### src/rtl/lc3b_types.sv
// lc3b_types: shared LC-3b type definitions.
// Contents used by the branch-predictor resolution side:
//   lc3b_word         16-bit machine word
//   lc3b_bp_update_t  BTB write request {pc, target}
//   lc3b_bp_ctr_t     2-bit saturating predictor counter
//   BP_CTR_RESET      counter value after reset (weakly not taken)
//   BP_CTR_STRONG_T   counter value forced by unconditional branches
//   bp_ctr_next()     counter training rule
package lc3b_types;

    typedef logic [15:0] lc3b_word;

    typedef struct packed {
        lc3b_word pc;
        lc3b_word target;
    } lc3b_bp_update_t;

    typedef logic [1:0] lc3b_bp_ctr_t;

    localparam lc3b_bp_ctr_t BP_CTR_RESET    = 2'b01;
    localparam lc3b_bp_ctr_t BP_CTR_STRONG_T = 2'b11;

    // Unconditional branches jump straight to strongly taken; conditional
    // branches step by one and saturate at both ends.
    function automatic lc3b_bp_ctr_t bp_ctr_next(input lc3b_bp_ctr_t ctr,
                                                 input logic taken,
                                                 input logic uncond);
        lc3b_bp_ctr_t nxt;
        nxt = ctr;
        if (uncond) begin
            nxt = BP_CTR_STRONG_T;
        end else if (taken) begin
            if (ctr != 2'b11) nxt = ctr + 2'b01;
        end else begin
            if (ctr != 2'b00) nxt = ctr - 2'b01;
        end
        return nxt;
    endfunction

endpackage

### src/rtl/bp_update_fifo.sv
// bp_update_fifo: synchronous FIFO holding pending BTB writes.
// Ports:
//   clk, rst_n      clock, asynchronous active-low reset (empties the FIFO)
//   push, push_data write request; taken when not full, or when full and
//                   a pop happens in the same cycle
//   pop             read request; ignored while empty
//   pop_data        head entry, read straight from the storage registers
//   full, empty     occupancy flags
// Pointers carry one extra bit so full and empty are distinguishable when
// the index bits match.
module bp_update_fifo #(
    parameter int WIDTH = 32,
    parameter int DEPTH = 4
) (
    input  logic             clk,
    input  logic             rst_n,
    input  logic             push,
    input  logic [WIDTH-1:0] push_data,
    input  logic             pop,
    output logic [WIDTH-1:0] pop_data,
    output logic             full,
    output logic             empty
);

    localparam int PW = $clog2(DEPTH);
    localparam logic [PW:0] PTR_ONE = {{PW{1'b0}}, 1'b1};

    logic [PW:0]      wr_ptr;
    logic [PW:0]      rd_ptr;
    logic [WIDTH-1:0] mem [DEPTH];
    logic             do_push;
    logic             do_pop;

    assign empty    = (wr_ptr == rd_ptr);
    assign full     = (wr_ptr[PW] != rd_ptr[PW]) &&
                      (wr_ptr[PW-1:0] == rd_ptr[PW-1:0]);
    assign do_pop   = pop & ~empty;
    // When full, the slot being written is the one popped this cycle; the
    // head is read before the edge, so the overwrite is safe.
    assign do_push  = push & (~full | do_pop);
    assign pop_data = mem[rd_ptr[PW-1:0]];

    always_ff @(posedge clk or negedge rst_n) begin
        if (!rst_n) begin
            wr_ptr <= '0;
            rd_ptr <= '0;
            for (int i = 0; i < DEPTH; i++) begin
                mem[i] <= '0;
            end
        end else begin
            if (do_push) begin
                mem[wr_ptr[PW-1:0]] <= push_data;
                wr_ptr              <= wr_ptr + PTR_ONE;
            end
            if (do_pop) begin
                rd_ptr <= rd_ptr + PTR_ONE;
            end
        end
    end

endmodule

### src/rtl/bp_update.sv
// bp_update: resolution-side partner of the fetch-stage branch predictor.
// Compares each resolved branch with its prediction, issues a registered
// flush/redirect on a mispredict, trains a table of 2-bit counters and
// queues BTB writes for taken-but-predicted-not-taken branches.
// Ports:
//   clk, rst_n          clock, asynchronous active-low reset
//   res_*               resolved branch from MEM (valid, pc, target, taken,
//                       predicted, uncond)
//   lk_pc / lk_taken    fetch-side lookup; lk_taken is the counter MSB
//   flush, redirect_pc  one-cycle squash and corrected fetch address
//   upd_*               BTB write port (valid/ready)
//   q_overflow          sticky: a BTB write was dropped on a full FIFO
// Optional: define BP_STATS_EN to add saturating stat_resolved and
// stat_mispredict counters.
//
// Handshake: upd_valid stays high and upd_pc/upd_target stay stable until
// the cycle in which upd_ready is also high; that cycle pops the entry.
module bp_update
    import lc3b_types::*;
#(
    parameter int ENTRIES = 8,
    parameter int QDEPTH  = 4
) (
    input  logic        clk,
    input  logic        rst_n,
    input  logic        res_valid,
    input  logic [15:0] res_pc,
    input  logic [15:0] res_target,
    input  logic        res_taken,
    input  logic        res_predicted,
    input  logic        res_uncond,
    input  logic [15:0] lk_pc,
    output logic        lk_taken,
    output logic        flush,
    output logic [15:0] redirect_pc,
    output logic        upd_valid,
    input  logic        upd_ready,
    output logic [15:0] upd_pc,
    output logic [15:0] upd_target,
`ifdef BP_STATS_EN
    output logic [15:0] stat_resolved,
    output logic [15:0] stat_mispredict,
`endif
    output logic        q_overflow
);

    localparam int IDX_W = $clog2(ENTRIES);

    lc3b_bp_ctr_t    ctr [ENTRIES];
    logic            mis;
    logic            enq;
    logic            pop;
    logic            q_full;
    logic            q_empty;
    logic [15:0]     redirect_next;
    logic [IDX_W-1:0] res_idx;
    logic [IDX_W-1:0] lk_idx;
    lc3b_bp_update_t push_entry;
    lc3b_bp_update_t head_entry;

    // Instructions are word aligned, so bit 0 never takes part in indexing.
    logic unused_lk_bits;
    assign unused_lk_bits = ^{lk_pc[15:IDX_W+1], lk_pc[0]};

    assign mis     = res_valid & (res_taken != res_predicted);
    assign enq     = res_valid & res_taken & ~res_predicted;
    assign pop     = upd_valid & upd_ready;
    assign res_idx = res_pc[IDX_W:1];
    assign lk_idx  = lk_pc[IDX_W:1];

    assign redirect_next = res_taken ? res_target : (res_pc + 16'd2);

    // Lookup reads the registered table only: no bypass of this cycle's
    // training write.
    assign lk_taken = ctr[lk_idx][1];

    always_ff @(posedge clk or negedge rst_n) begin
        if (!rst_n) begin
            for (int i = 0; i < ENTRIES; i++) begin
                ctr[i] <= BP_CTR_RESET;
            end
        end else if (res_valid) begin
            ctr[res_idx] <= bp_ctr_next(ctr[res_idx], res_taken, res_uncond);
        end
    end

    always_ff @(posedge clk or negedge rst_n) begin
        if (!rst_n) begin
            flush       <= 1'b0;
            redirect_pc <= 16'h0000;
        end else begin
            flush <= mis;
            if (mis) begin
                redirect_pc <= redirect_next;
            end
        end
    end

    assign push_entry.pc     = res_pc;
    assign push_entry.target = res_target;

    bp_update_fifo #(
        .WIDTH($bits(lc3b_bp_update_t)),
        .DEPTH(QDEPTH)
    ) u_fifo (
        .clk      (clk),
        .rst_n    (rst_n),
        .push     (enq),
        .push_data(push_entry),
        .pop      (pop),
        .pop_data (head_entry),
        .full     (q_full),
        .empty    (q_empty)
    );

    assign upd_valid  = ~q_empty;
    assign upd_pc     = head_entry.pc;
    assign upd_target = head_entry.target;

    always_ff @(posedge clk or negedge rst_n) begin
        if (!rst_n) begin
            q_overflow <= 1'b0;
        end else if (enq & q_full & ~pop) begin
            q_overflow <= 1'b1;
        end
    end

`ifdef BP_STATS_EN
    always_ff @(posedge clk or negedge rst_n) begin
        if (!rst_n) begin
            stat_resolved   <= 16'h0000;
            stat_mispredict <= 16'h0000;
        end else begin
            if (res_valid && stat_resolved != 16'hFFFF) begin
                stat_resolved <= stat_resolved + 16'd1;
            end
            if (mis && stat_mispredict != 16'hFFFF) begin
                stat_mispredict <= stat_mispredict + 16'd1;
            end
        end
    end
`endif

endmodule

### config.mk
export PLATFORM = sky130hd
export DESIGN_NAME = bp_update
export DESIGN_NICKNAME = d
export VERILOG_FILES = /design/src/rtl/lc3b_types.sv /design/src/rtl/bp_update_fifo.sv /design/src/rtl/bp_update.sv
export SDC_FILE = /design/constraint.sdc
export NUM_CORES = 1
export LEC_CHECK = 0
export ABC_AREA = 0
export BUFFER_PORTS_ARGS = -buffer_cell sky130_fd_sc_hd__buf_2
export CAP_MARGIN = 25
export CORE_MARGIN = 3
export CORE_UTILIZATION = 55
export CTS_BUF_LIST = sky130_fd_sc_hd__clkbuf_16
export CTS_CLUSTER_DIAMETER = 100
export CTS_CLUSTER_SIZE = 10
export DETAILED_ROUTE_END_ITERATION = 16
export GPL_TIMING_DRIVEN = 0
export PLACE_DENSITY = 0.74
export SLEW_MARGIN = 40
export SYNTH_ARGS = -nofsm -noshare
export SYNTH_HDL_FRONTEND = slang
export SYNTH_SLANG_ARGS = --single-unit
### constraint.sdc
create_clock -name clk -period 2.2 [get_ports clk]
set_input_delay 0.22 -clock clk [delete_from_list [all_inputs] [get_ports clk]]
set_output_delay 0.22 -clock clk [all_outputs]
set_load 0.01 [all_outputs]
Yosys cells after proc, flatten, opt, wreduce, memory -nomap -nowiden
Cells that the tools add are included.

storage, ports and cells
  flip-flop bits (word level) = 168
  bits in latches = 0
  bits in writable memories = 0
  memory bits (read-only) = 0
  output and inout port bits = 52
  memories kept = 0

operators by class
  $add $sub $neg = 5
  multipliers = 0
  divide/modulo/power cells = 0
  magnitude comparators = 6
  eq/ne operators = 5
  shift-type cells = 0
  multiplexer cells = 21
  bitwise operators = 17
  reduce and logical (&&, ||, !) cells = 4

operator list
  cell                                                        count
  bitwise mux 128 bit                                         1
  2-to-1 mux 32 bit                                           3
  binary-select mux 32 bit (select 2 bit)                     1
  demux 32 bit (select 2 bit)                                 1
  2-to-1 mux 2 bit                                            10
  adder 16 x 2 -> 16 bit, second input constant               1
  bitwise mux 16 bit                                          1
  2-to-1 mux 16 bit                                           1
  binary-select mux 2 bit (select 3 bit)                      2
  AND 1 bit                                                   8
  greater-or-equal comparator 4 bit, second input constant    2
  NOT 3 -> 4 bit                                              2
  adder 3 x 1 -> 3 bit, second input constant                 2
  demux 2 bit (select 3 bit)                                  1
  greater-or-equal comparator 3 bit, second input constant    2
  NOT 2 -> 3 bit                                              2
  less-than comparator 4 x 1 -> 1 bit, second input constant  1
  NOT 1 bit                                                   4
  == test 3 bit                                               1
  logical AND 1 bit                                           3
  less-than comparator 3 x 1 -> 1 bit, second input constant  1
  adder 2 x 1 -> 2 bit, second input constant                 1
  == test 2 bit                                               1
  != test 1 bit                                               2
  4 further kinds                                             4

Logic depth before layout (Yosys ltp)
Gate-level depths: netlist of run 1.

  depth in word-level cells = 10
  mapped depth = 7
  gate-level depth less buffers = 6

Hierarchy
Synthesis of run 1 repeated with hierarchy kept, for this count alone.

second synthesis, totals
  cell total of the unflattened synthesis = 579
  area total of the unflattened synthesis = 8,280.4 sq um

modules (own cells, without submodules)
  module          times used  cells an instance  area each (sq um)  seq. area each (sq um)
  bp_update_fifo  1           352                6,222.2            3,353.2
  bp_update       1           227                2,058.2            860.8

Worst setup path after synthesis of run 1
Ideal clock, no wire load.

  kind = register to register
  start = reg u_fifo.rd_ptr[0]
  end = reg u_fifo.mem[22] (netlist name)
  library setup time = 0.125 ns
  arrival time = 1.803 ns
  required time = 2.075 ns
  path slack = 0.272 ns
  cell stages (with the launch flop) = 8
  buffers on the path = 2
  period minus slack after synthesis = 1.928 ns
  cell sequence = dfrtp_1 buf_4 xnor2_1 and4b_1 nor4_4 nand2_1 buf_2 mux2_2

between the ends
  longest elaborated chain between the ends = 6
  elaborated cells between the ends (all ways) = 9

RTL lines
  what                             line                                    source
  from (decl)                      bp_update_fifo.sv:29                    logic [PW:0] rd_ptr;
  from (signal assigned)           bp_update_fifo.sv:56                    rd_ptr <= rd_ptr + PTR_ONE;
  == test 3 bit                    bp_update_fifo.sv:34                    assign empty = (wr_ptr == rd_ptr);
  NOT 1 bit                        bp_update_fifo.sv:37, bp_update.sv:116
  AND 1 bit                        bp_update.sv:67                         assign pop = upd_valid & upd_ready;
  AND 1 bit                        bp_update_fifo.sv:37                    assign do_pop = pop & ~empty;
  OR 1 bit (*)                     bp_update_fifo.sv:40                    assign do_push = push & (~full | do_pop);
  AND 1 bit (*)                    bp_update_fifo.sv:40
  to (signal, indexed assignment)  bp_update_fifo.sv:52                    mem[wr_ptr[PW-1:0]] <= push_data;
  to (decl)                        bp_update_fifo.sv:30                    logic [WIDTH-1:0] mem [DEPTH];

Mark *: on every way between the ends. The rest lies on a longest branch, timed or not.
A chain may end at the register's enable or synchronous reset.

Worst setup path in the final report of run 1
  start = reg u_fifo.rd_ptr[1]
  end = reg u_fifo.mem[19] (netlist name)

Same word-level chain as after synthesis.

==> out/qor.yml, run 1 <==
worst-path-max-fanout: 10
power_leakage_nw: 4.18
die_height_um: 124
final_antenna_net_count: 0
clock.fmax_mhz: 461
worst_setup_path_start_kind: "register"
routed_wirelength_um: 18100
htree_num_levels: 4
dpl.hpwl_um: 12500
syn_avg_cell_area_um2: 14.0
worst-endpoint-required_ns: 2.51
antenna_cells_inserted: 0
clk_transition_reported_paths_ns: 0.07
path_class: "register to register"
vdd_drop_max_v: 0.000776
post_route_cells_drive_above_1_share_pct: 49.5
dr.first_iter.drc_count: 477
async_set_reset_flop_share_out_of_synthesis_pct: 100
power_report.internal_total_w: 0.00866
skew_ns: 0.00701
clk_path_buf_depth: 2
residual_drc_count: 0
fp.coreArea_um2: 13500
tritoncts_clock_tree: "built"
die_width_um: 124
synth_nets: 610
final_core_util_pct: 68.0
hold_path.class: "primary input to register"
io_pins: 107
nets: 723
total_die_area_um2: 15500
outcome: "complete, no violations"
place.port_buffers: 89
routedWlPerCell_um: 21.3
switching_share_pct: 31.7
worstPathArrival_ns: 2.48
postSynthRegisterBits: 168
netlist_area_um2: 7710
end_kind: "register"
via_per_inst: 5.91
groute.usage.overall_pct: 24.4
detail_route.first_pass.iterations: 5
cts_root_buf: "sky130_fd_sc_hd__clkbuf_16"
ys_warn_count: 0
power.sequential.fraction_pct: 40.8
routed-via-count: 5033
timing.final.ws_setup_ns: 0.0326
synth_sequential_area_ratio_pct: 54.6
dpl_worst_slack_ns: -0.122
clkSinkCount: 168
maxSlewHeadroom_pct: 62.4
grt-ovfl-total: 0
netlist_instances: 549
gp_congestion: 0.843
cts-buffers-inserted: 17
grt_first_pass_wirelength_um: 29400
number_of_antenna_violations_at_the_first_check_in_global_routing: 0
clkLatencyLatePin_ns: 0.43
fin_cells: 851
area.growth.synth_to_final_pct: 18.7
powerDensity_nw_per_um2: 1390
setup_viol: 0
top_reg_cell_synth: "sky130_fd_sc_hd__dfrtp_1"
power_w: 0.0127
power.share.clock_pct: 21.9
finalHoldViolations: 0
final.period_utilization_pct: 98.5
max_slew_violation_count: 0
place.detailed.instances: 816
power_switching_w: 0.00402
placement_rows: 42
worstMarginPinSlew_ns: 0.562
synth_cell_types: 34
finalCriticalPeriod_ns: 2.17
grt_max_degree: 67
vias_in_the_first_global_route: 5420
initial_utilization_pct: 57.3
synth-edff-count: 0
max_cap_violations: 0
comb_power_share_pct: 37.3
## final timing paths
check	start	end	slack [ns]	cells past startpoint
worst max-delay path	u_fifo.rd_ptr[1]	u_fifo.mem[19]	0.03	8
worst min-delay path	upd_ready	u_fifo.rd_ptr[2]	0.07	3
worst max register to register	u_fifo.rd_ptr[1]	u_fifo.mem[19]	0.03	8
worst min register to register	redirect_pc[2]	redirect_pc[2]	0.48	2
max in group asynchronous	rst_n	ctr[15]	0.98	4
min in group asynchronous	rst_n	u_fifo.rd_ptr[2]	0.27	2
## per-layer routing
metal / up-vias / part of all wire (%) / track usage [%]
li1: 2221 / - / -
met4: 0 / 1.7 / 8.25
met3: 30 / 5.4 / 6.17
met5: - / 0 / 0
met2: 140 / 50 / 39.4
met1: 2642 / 43 / 32.6
## placed cells by master (no fill, tap or decap), types with 4 or more instances in the layout
cell / Yosys / final
sky130_fd_sc_hd__xor2_1: 7 / 7
sky130_fd_sc_hd__buf_2: 20 / 96
sky130_fd_sc_hd__ha_1: 6 / 6
sky130_fd_sc_hd__nand2_1: 33 / 29
sky130_fd_sc_hd__a21oi_1: 24 / 24
sky130_fd_sc_hd__nor2_1: 35 / 35
sky130_fd_sc_hd__inv_1: 7 / 8
sky130_fd_sc_hd__xnor2_1: 14 / 14
sky130_fd_sc_hd__mux2_2: 133 / 133
sky130_fd_sc_hd__dfstp_2: 8 / 8
sky130_fd_sc_hd__o21ai_0: 14 / 14
sky130_fd_sc_hd__buf_6: 0 / 14
sky130_fd_sc_hd__clkbuf_1: 9 / 6
sky130_fd_sc_hd__mux2i_1: 8 / 8
sky130_fd_sc_hd__dfrtp_1: 160 / 160
sky130_fd_sc_hd__nand2_4: 0 / 4
sky130_fd_sc_hd__clkinv_2: 0 / 6
sky130_fd_sc_hd__mux4_2: 36 / 36
sky130_fd_sc_hd__clkbuf_16: 0 / 17
sky130_fd_sc_hd__nand3_1: 6 / 6
## cell families after synthesis
family	count (synthesis)	share of synthesized area [%]
muxes	177	31.0
buffers and inverters	41	2.37
DFF	168	54.6
xor gates and xnor gates	21	2.39
adders and majority gates	6	0.974
and+or+nand+nor	90	5.24
AOI/OAI and AO/OA	46	3.41
## sequential cells by signal (all words and copies together), names as in the netlist
name / cells
u_fifo.wr_ptr: 3
flush: 1
ctr: 16
q_overflow: 1
u_fifo.rd_ptr: 3
u_fifo.mem: 128
redirect_pc: 16
## worst max-delay path, stage by stage (launching register included)
cell	delay (ns)
sky130_fd_sc_hd__dfrtp_1	0.39
sky130_fd_sc_hd__buf_2	0.18
sky130_fd_sc_hd__xnor2_1	0.23
sky130_fd_sc_hd__and4b_2	0.34
sky130_fd_sc_hd__nor4_4	0.05
sky130_fd_sc_hd__buf_6	0.16
sky130_fd_sc_hd__nand2_4	0.13
sky130_fd_sc_hd__buf_6	0.19
sky130_fd_sc_hd__mux2_2	0.36
## area by class of cell
class                           count  area [um2]
Fill cell                         986        4300
Sequential cell                   168        4210
Multi-Input combinational cell    340        3350
Timing Repair Buffer               94         539
Clock buffer                       17         425
Buffer                             33         259
Tap cell                          176         220
Clock inverter                     15         113
Inverter                            8        30.0
## cell usage after synthesis (all sizes together), types with 3 or more instances
master	instances	share of area [%]
dfrtp	160	52
mux2	133	19
mux4	36	11
nor2	35	1.7
nand2	33	1.6
a21oi	24	1.6
buf	24	1.5
o21ai	14	0.91
xnor2	14	1.6
clkbuf	9	0.44
dfstp	8	2.7
inv	8	0.39
mux2i	8	1.0
xor2	7	0.80
ha	6	0.97
nand3	6	0.39
nor4	4	0.52
nand2b	3	0.24
nor3	3	0.19
o221ai	3	0.34
## metrics by stage
stage	TNS (ns)	hold slack, ns	area, um2
floorplan	0	-0.0756	7710
global placement	-233.01	0.468	8380
detailed placement	-4.84	0.139	8440
CTS	0	0.0689	9100
global route	-0.272	0.0960	9150
finish	0	0.0733	9150
## timing repair
action                                  CTS  global route
pin swaps                                 1             1
resized for setup                        36            11
hold endpoints to repair                 44             0
setup buffers                             1             1
endpoints found under the setup margin  149           130
hold buffers                              1             0
## power groups by stage
stage          clock network [W]  registers, W  logic, W
3_3_place_gp                   0       0.00506   0.00443
4_1_cts                  0.00280       0.00515   0.00474
2_1_floorplan                  0       0.00496   0.00322
3_5_place_dp                   0       0.00519   0.00461
5_1_grt                  0.00294       0.00531   0.00512
6_report                 0.00278       0.00517   0.00472
(Power assumes the default switching activity.)
==> inputs of run 2 (changes only) <==
Settings changed: PLACE_DENSITY 0.74 to 0.77.
==> out/qor.yml, run 2 (synthesis gave the netlist of run 1 again) <==
routedWlPerCell_um: 20.8  # was 21.3 um
cpMostUsedCell: "sky130_fd_sc_hd__buf_4"  # was sky130_fd_sc_hd__buf_6
hold_path.class: "primary input to register"  # unchanged
clkSinkCount: 168  # unchanged
vias_in_the_first_global_route: 5362  # was 5420
setup_viol: 0  # unchanged
cts-buffers-inserted: 17  # unchanged
via_per_inst: 5.81  # was 5.91
grt-ovfl-total: 0  # unchanged
clock.fmax_mhz: 459  # was 461 MHz
cts_root_buf: "sky130_fd_sc_hd__clkbuf_16"  # unchanged
skew_ns: 0.00619  # was 0.00701 ns
io_pins: 107  # unchanged
routed_wirelength_um: 17700  # was 18100 um
unrepaired_setup_endpoints_after_global_routing: "yes"
finalCriticalPeriod_ns: 2.18  # was 2.17 ns
number_of_antenna_violations_at_the_first_check_in_global_routing: 0  # unchanged
path_class: "register to output port"  # was register to register
die_width_um: 124  # unchanged
top_library_cells_by_usage_in_the_layout_fill_and_taps_aside: "sky130_fd_sc_hd__dfrtp_1, sky130_fd_sc_hd__mux2_2, sky130_fd_sc_hd__buf_2, sky130_fd_sc_hd__mux4_2, sky130_fd_sc_hd__nor2_1"  # unchanged
initial_utilization_pct: 57.3  # unchanged
fp.coreArea_um2: 13500  # unchanged
clk_transition_reported_paths_ns: 0.06  # was 0.07 ns
biggest_cell_delay_along_the_critical_path_ns: 0.56  # was 0.39 ns
post_route_cells_drive_above_1_share_pct: 49.0  # was 49.5%
clkLatencyLatePin_ns: 0.42  # was 0.43 ns
residual_drc_count: 0  # unchanged
gp_congestion: 0.847  # was 0.843
end_kind: "output port"  # was register
timing.critical_path.slowest_stage_cell: "sky130_fd_sc_hd__mux4_2"  # was sky130_fd_sc_hd__dfrtp_1
vdd_drop_max_v: 0.000794  # was 0.000776 V
worstPathArrival_ns: 1.96  # was 2.48 ns
placement_rows: 42  # unchanged
register_with_the_most_flip_flops: "u_fifo.mem"  # unchanged
die_height_um: 124  # unchanged
place.detailed.instances: 816  # unchanged
groute.usage.overall_pct: 24.0  # was 24.4%
largest_reg_flops: 128  # unchanged
layout.cells.most_common: "sky130_fd_sc_hd__dfrtp_1"  # unchanged
routed-via-count: 4935  # was 5033
worst_setup_path_start_kind: "register"  # unchanged
top_regs: "u_fifo.mem (128), ctr (16), redirect_pc (16)"  # unchanged
powerDensity_nw_per_um2: 1410  # was 1390 nW/um2
tritoncts_clock_tree: "built"  # unchanged
clk_path_buf_depth: 2  # unchanged
final_antenna_net_count: 0  # unchanged
dpl.hpwl_um: 12500  # about the same
grt_max_degree: 73  # was 67
nets: 723  # unchanged
crit_chain: "buf_4 > buf_4 > mux4_2 > buf_2"  # was buf_2 > xnor2_1 > and4b_2 > nor4_4 > buf_6 > nand2_4 > buf_6 > mux2_2
place.port_buffers: 89  # unchanged
total_die_area_um2: 15500  # unchanged
max_slew_violation_count: 0  # unchanged
htree_num_levels: 4  # unchanged
critical-path-top-delay-family: "buffers and inverters"  # unchanged
fin_cells: 850  # was 851
detail_route.first_pass.iterations: 5  # unchanged
dr.first_iter.drc_count: 382  # was 477
maxSlewHeadroom_pct: 61.5  # was 62.4%
power_leakage_nw: 4.22  # was 4.18 nW
outcome: "complete, no violations"  # unchanged
max_cap_violations: 0  # unchanged
worst-path-max-fanout: 10  # unchanged
worstMarginPinSlew_ns: 0.577  # was 0.562 ns
final.period_utilization_pct: 99.1  # was 98.5%
antenna_cells_inserted: 0  # unchanged
final_core_util_pct: 68.5  # was 68.0%
area.growth.synth_to_final_pct: 19.4  # was 18.7%
critical_path_buf_inv_count: 3  # unchanged
grt_first_pass_wirelength_um: 29100  # was 29400 um
worst-endpoint-required_ns: 1.98  # was 2.51 ns
finalHoldViolations: 0  # unchanged
-- run 2: changes by cell type in the layout (fill, tap and decap cells not counted), moves of 2 or more --
cell | before | now
sky130_fd_sc_hd__clkinv_4 | 2 | 0
sky130_fd_sc_hd__buf_4 | 2 | 5
sky130_fd_sc_hd__bufinv_16 | 1 | 5
sky130_fd_sc_hd__inv_1 | 8 | 10
sky130_fd_sc_hd__clkbuf_2 | 1 | 3
sky130_fd_sc_hd__clkinv_2 | 6 | 2
sky130_fd_sc_hd__buf_2 | 96 | 94
sky130_fd_sc_hd__buf_8 | 3 | 1
-- run 2: final timing paths --
| kind | cells after the start | end | from | slack [ns] |
|---|---|---|---|---|
| max | 4 | upd_target[15] | u_fifo.rd_ptr[0] | 0.02 |
| min reg2reg | 2 | redirect_pc[3] | redirect_pc[3] | 0.49 |
| min in group asynchronous | 2 | u_fifo.rd_ptr[2] | rst_n | 0.27 |
| max in group asynchronous | 3 | ctr[2] | rst_n | 1.24 |
| max reg2reg | 8 | u_fifo.mem[30] | u_fifo.rd_ptr[0] | 0.14 |
| min | 2 | u_fifo.mem[66] | res_target[2] | 0.09 |
-- run 2: where the power goes --
group / internal (W) / switching (W)
clock network: 0.00198 / 0.00116
logic: 0.00263 / 0.00202
registers: 0.00446 / 0.000710
total: 0.00906 / 0.00389
-- run 2: timing repair --
action / 4_1_cts / 5_1_grt
endpoints found under the setup margin: 149 / 145
buffers inserted: 2 / 0
hold buffers: 1 / 0
endpoints found under the hold margin: 35 / 0
pin swaps: 1 / 2
gates resized for setup: 30 / 10
-- run 2: layout make-up --
| type | count | area [um2] |
|---|---|---|
| fillers | 950 | 4240 |
| flip-flops and latches | 168 | 4210 |
| multi-input cells | 340 | 3350 |
| repair buffers | 94 | 539 |
| clock buffers | 17 | 425 |
| plain buffers | 33 | 240 |
| well taps | 176 | 220 |
| clock inverters | 14 | 190 |
| inverters | 8 | 30.0 |
-- run 2: per-layer routing --
layer  up-vias  GRT usage [%]  wire length (um)
li1       2225              -                 -
met1      2548           32.0              7660
met2       132           39.1              8800
met3        30           5.57               817
met4         0           8.64               404
met5         -              0                 0
-- run 2: stage by stage --
step           setup slack (ns)  setup TNS (ns)  total power [W]  hold WS [ns]  instance area, um2
6_report                 0.0203               0           0.0130        0.0936                9210
5_1_grt                 -0.0743           -1.19           0.0137        0.0974                9210
4_1_cts                 -0.0149         -0.0499           0.0130        0.0769                9160
3_5_place_dp             -0.168          -11.19          0.00978         0.119                8440
3_3_place_gp              -1.43         -234.56          0.00948         0.471                8380
2_1_floorplan             0.272               0          0.00819       -0.0756                7710
-- run 2: worst reg2reg max path: stages, from the launching register on --
cell                      delay, ns
sky130_fd_sc_hd__dfrtp_1       0.38
sky130_fd_sc_hd__buf_4         0.17
sky130_fd_sc_hd__xnor2_1       0.18
sky130_fd_sc_hd__and4b_2       0.32
sky130_fd_sc_hd__nor4_4        0.05
sky130_fd_sc_hd__buf_6         0.15
sky130_fd_sc_hd__nand2_4       0.13
sky130_fd_sc_hd__buf_6         0.19
sky130_fd_sc_hd__mux2_2        0.36
==> inputs of run 3 (changes only) <==
Settings changed: PLACE_DENSITY 0.77 to 0.76, SYNTH_HIERARCHICAL set to 1.
==> out/qor.yml, run 3 <==
layout.area.seq_um2: 4210  # unchanged
dpl.hpwl_um: 13200  # was 12500 um
synth_nets: 640  # was 610
fillers: 889  # was 950
synth-compound-area-share_pct: 5.49  # was 3.41%
antenna_cells_inserted: 0  # unchanged
timing.final.ws_setup_ns: -0.240  # was 0.0203 ns
muxShareOfSynthArea_pct: 29.9  # was 31.0%
setup_viol: 129  # was 0
post_synth_and_or_nand_nor_area_fraction_pct: 6.03  # was 5.24%
worstPathArrival_ns: 2.75  # was 1.96 ns
yosys-top-cells-area: "sky130_fd_sc_hd__dfrtp_1, sky130_fd_sc_hd__mux2_2, sky130_fd_sc_hd__mux4_2"  # unchanged
grt_max_degree: 80  # was 73
groute.usage.overall_pct: 26.7  # was 24.0%
via_per_inst: 6.13  # was 5.81
finalHoldViolations: 0  # unchanged
total_die_area_um2: 16600  # was 15500 um2
cts_root_buf: "sky130_fd_sc_hd__clkbuf_16"  # unchanged
max_cap_violations: 0  # unchanged
ys_warn_count: 6  # was 0
layout.cells.most_common: "sky130_fd_sc_hd__dfrtp_1"  # unchanged
crit_chain: "xor2_4 > buf_6 > nor3_4 > nor2b_4 > buf_8 > o41ai_4 > buf_6 > buf_12 > buf_12 > mux2_4"  # was buf_4 > buf_4 > mux4_2 > buf_2
dr.first_iter.drc_count: 496  # was 382
io_pins: 107  # unchanged
async_set_reset_flop_share_out_of_synthesis_pct: 100  # unchanged
post-route-cell-area_um2: 10700  # was 9210 um2
yosys.area_share.xor_xnor_pct: 2.52  # was 2.39%
hold_path.class: "primary input to register"  # unchanged
vias_in_the_first_global_route: 5919  # was 5362
powerDensity_nw_per_um2: 1370  # was 1410 nW/um2
clk_transition_reported_paths_ns: 0.06  # about the same
power_w: 0.0147  # was 0.0130 W
maxSlewHeadroom_pct: 50.5  # was 61.5%
number_of_antenna_violations_at_the_first_check_in_global_routing: 0  # unchanged
clock.fmax_mhz: 410  # was 459 MHz
final_antenna_net_count: 0  # unchanged
die_height_um: 129  # was 124 um
synth-edff-count: 0  # unchanged
dominant_combinational_cell_family_by_area_after_synthesis: "multiplexers"  # unchanged
final.period_utilization_pct: 111  # was 99.1%
grt_first_pass_wirelength_um: 33400  # was 29100 um
critical_path_buf_inv_count: 5  # was 3
worst-path-max-fanout: 6  # was 10
residual_drc_count: 0  # unchanged
cell_with_the_most_instances_after_synthesis: "sky130_fd_sc_hd__dfrtp_1"  # unchanged
tritoncts_clock_tree: "built"  # unchanged
gp_congestion: 0.887  # was 0.847
synthTopCellsByCount: "sky130_fd_sc_hd__dfrtp_1, sky130_fd_sc_hd__mux2_2, sky130_fd_sc_hd__mux4_2"  # unchanged
netlist_instances: 579  # was 549
top_library_cells_by_usage_in_the_layout_fill_and_taps_aside: "sky130_fd_sc_hd__dfrtp_1, sky130_fd_sc_hd__mux2_4, sky130_fd_sc_hd__buf_2, sky130_fd_sc_hd__mux4_2, sky130_fd_sc_hd__nand2_1"  # was sky130_fd_sc_hd__dfrtp_1, sky130_fd_sc_hd__mux2_2, sky130_fd_sc_hd__buf_2, sky130_fd_sc_hd__mux4_2, sky130_fd_sc_hd__nor2_1
cts-buffers-inserted: 17  # unchanged
worst-endpoint-required_ns: 2.51  # was 1.98 ns
clkSinkCount: 168  # unchanged
worstMarginPinSlew_ns: 0.739  # was 0.577 ns
placement_rows: 44  # was 42
end_kind: "register"  # was output port
register_with_the_most_flip_flops: "u_fifo/mem"  # was u_fifo.mem
synth-adder-area-share_pct: 1.24  # was 0.974%
biggest_cell_delay_along_the_critical_path_ns: 0.49  # was 0.56 ns
routed_wirelength_um: 21900  # was 17700 um
grt-ovfl-total: 0  # unchanged
detail_route.first_pass.iterations: 5  # unchanged
nets: 793  # was 723
clk_path_buf_depth: 2  # unchanged
postSynthRegisterBits: 168  # unchanged
routedWlPerCell_um: 23.6  # was 20.8 um
area.growth.synth_to_final_pct: 29.8  # was 19.4%
finalSetupTns_ns: -21.00  # was 0 ns
timing.critical_path.slowest_stage_cell: "sky130_fd_sc_hd__dfrtp_1"  # was sky130_fd_sc_hd__mux4_2
post_route_cells_drive_above_1_share_pct: 51.4  # was 49.0%
synth_sequential_area_ratio_pct: 50.9  # was 54.6%
worst_setup_path_start_kind: "register"  # unchanged
multi_input_comb_area_um2: 4150  # was 3350 um2
htree_num_levels: 4  # unchanged
finalCriticalPeriod_ns: 2.44  # was 2.18 ns
netlist_area_um2: 8280  # was 7710 um2
power_leakage_nw: 5.29  # was 4.22 nW
violations_in_the_final_reports: "setup timing"
skew_ns: 0.00792  # was 0.00619 ns
initial_utilization_pct: 56.5  # was 57.3%
vdd_drop_max_v: 0.000773  # was 0.000794 V
place.port_buffers: 91  # was 89
yosys.area.top_type: "sky130_fd_sc_hd__dfrtp_1"  # unchanged
outcome: "complete, but fails checks"  # was complete, no violations
post_dp_cell_area_um2: 9300  # was 8440 um2
fp.coreArea_um2: 14600  # was 13500 um2
syn_avg_cell_area_um2: 14.3  # was 14.0 um2
die_width_um: 129  # was 124 um
path_class: "register to register"  # was register to output port
routed-via-count: 5679  # was 4935
synth.top_cell.area_share_pct: 48.4  # was 51.9%
critical-path-top-delay-family: "buffers and inverters"  # unchanged
top_reg_cell_synth: "sky130_fd_sc_hd__dfrtp_1"  # unchanged
clkLatencyLatePin_ns: 0.43  # was 0.42 ns
largest_reg_flops: 128  # unchanged
unrepaired_setup_endpoints_after_global_routing: "yes"  # unchanged
top_regs: "u_fifo/mem (128), ctr (16), redirect_pc (16)"  # was u_fifo.mem (128), ctr (16), redirect_pc (16)
max_slew_violation_count: 0  # unchanged
synth_cell_types: 57  # was 34
## run 3: cell count changes in the layout (fill, tap and decap cells not counted), moves of 6 or more
cell | previous run | this run
sky130_fd_sc_hd__mux2_2 | 133 | 5
sky130_fd_sc_hd__mux2_4 | 0 | 128
sky130_fd_sc_hd__buf_12 | 0 | 21
sky130_fd_sc_hd__nor3_1 | 2 | 13
sky130_fd_sc_hd__buf_4 | 5 | 14
sky130_fd_sc_hd__buf_6 | 13 | 19
sky130_fd_sc_hd__nor2_1 | 35 | 29
## run 3: final timing paths
| check | startpoint | endpoint | slack, ns | cells after the start |
|---|---|---|---|---|
| max in group asynchronous | rst_n | ctr[2] | 1.30 | 3 |
| max reg2reg | u_fifo/wr_ptr[1] | u_fifo/mem[8] | -0.24 | 10 |
| min reg2reg | ctr[2] | ctr[2] | 0.51 | 2 |
| max | u_fifo/wr_ptr[1] | u_fifo/mem[8] | -0.24 | 10 |
| min | res_target[0] | u_fifo/mem[96] | 0.1 | 2 |
| min in group asynchronous | rst_n | u_fifo/mem[100] | 0.21 | 2 |
## run 3: kinds of logic after synthesis
group / after synthesis
simple gates: 103
mux: 177
xor+xnor: 20
buf+inv: 44
fa+ha+maj: 8
flops: 168
compound gates: 59
## run 3: final cells by class
type,instances,area share [%]
Sequential cell,168,39.2
Clock buffer,17,3.96
Multi-Input combinational cell,367,38.6
Timing Repair Buffer,137,10.7
Buffer,31,3.90
Tap cell,184,2.14
Inverter,10,0.349
Clock inverter,13,1.09
## run 3: per-stage QoR
stage | hold slack, ns | utilization, % | setup slack, ns | cells
2_1_floorplan | -0.0756 | - | -0.179 | 579
3_3_place_gp | 0.435 | 63.0 | -1.47 | 854
3_5_place_dp | 0.0662 | 63.5 | -0.507 | 856
4_1_cts | 0.0801 | 72.8 | -0.217 | 920
5_1_grt | 0.0965 | 73.4 | -0.325 | 927
6_report | 0.0959 | 73.4 | -0.240 | 927
## run 3: layer usage
metal  part of all wire, %  track usage [%]
met5                     0                0
met4                   2.0             8.09
met3                   6.2             5.69
met2                    50             42.7
met1                    42             37.2
## run 3: report_power, final
part / leakage (nW) / internal [W] / switching, W / total (W)
combinational: 2.96 / 0.00389 / 0.00270 / 0.00659
sequential: 2.04 / 0.00444 / 0.000871 / 0.00531
clock: 0.283 / 0.00163 / 0.00122 / 0.00285
## run 3: timing repair
| item | CTS | global route |
|---|---|---|
| setup endpoints to repair | 159 | 143 |
| buffers inserted | 27 | 9 |
| pin swaps | 3 | 1 |
| gates resized for setup | 91 | 16 |
| endpoints found under the hold margin | 160 | 0 |
| cloned | 7 | 4 |
| hold buffers | 1 | 0 |
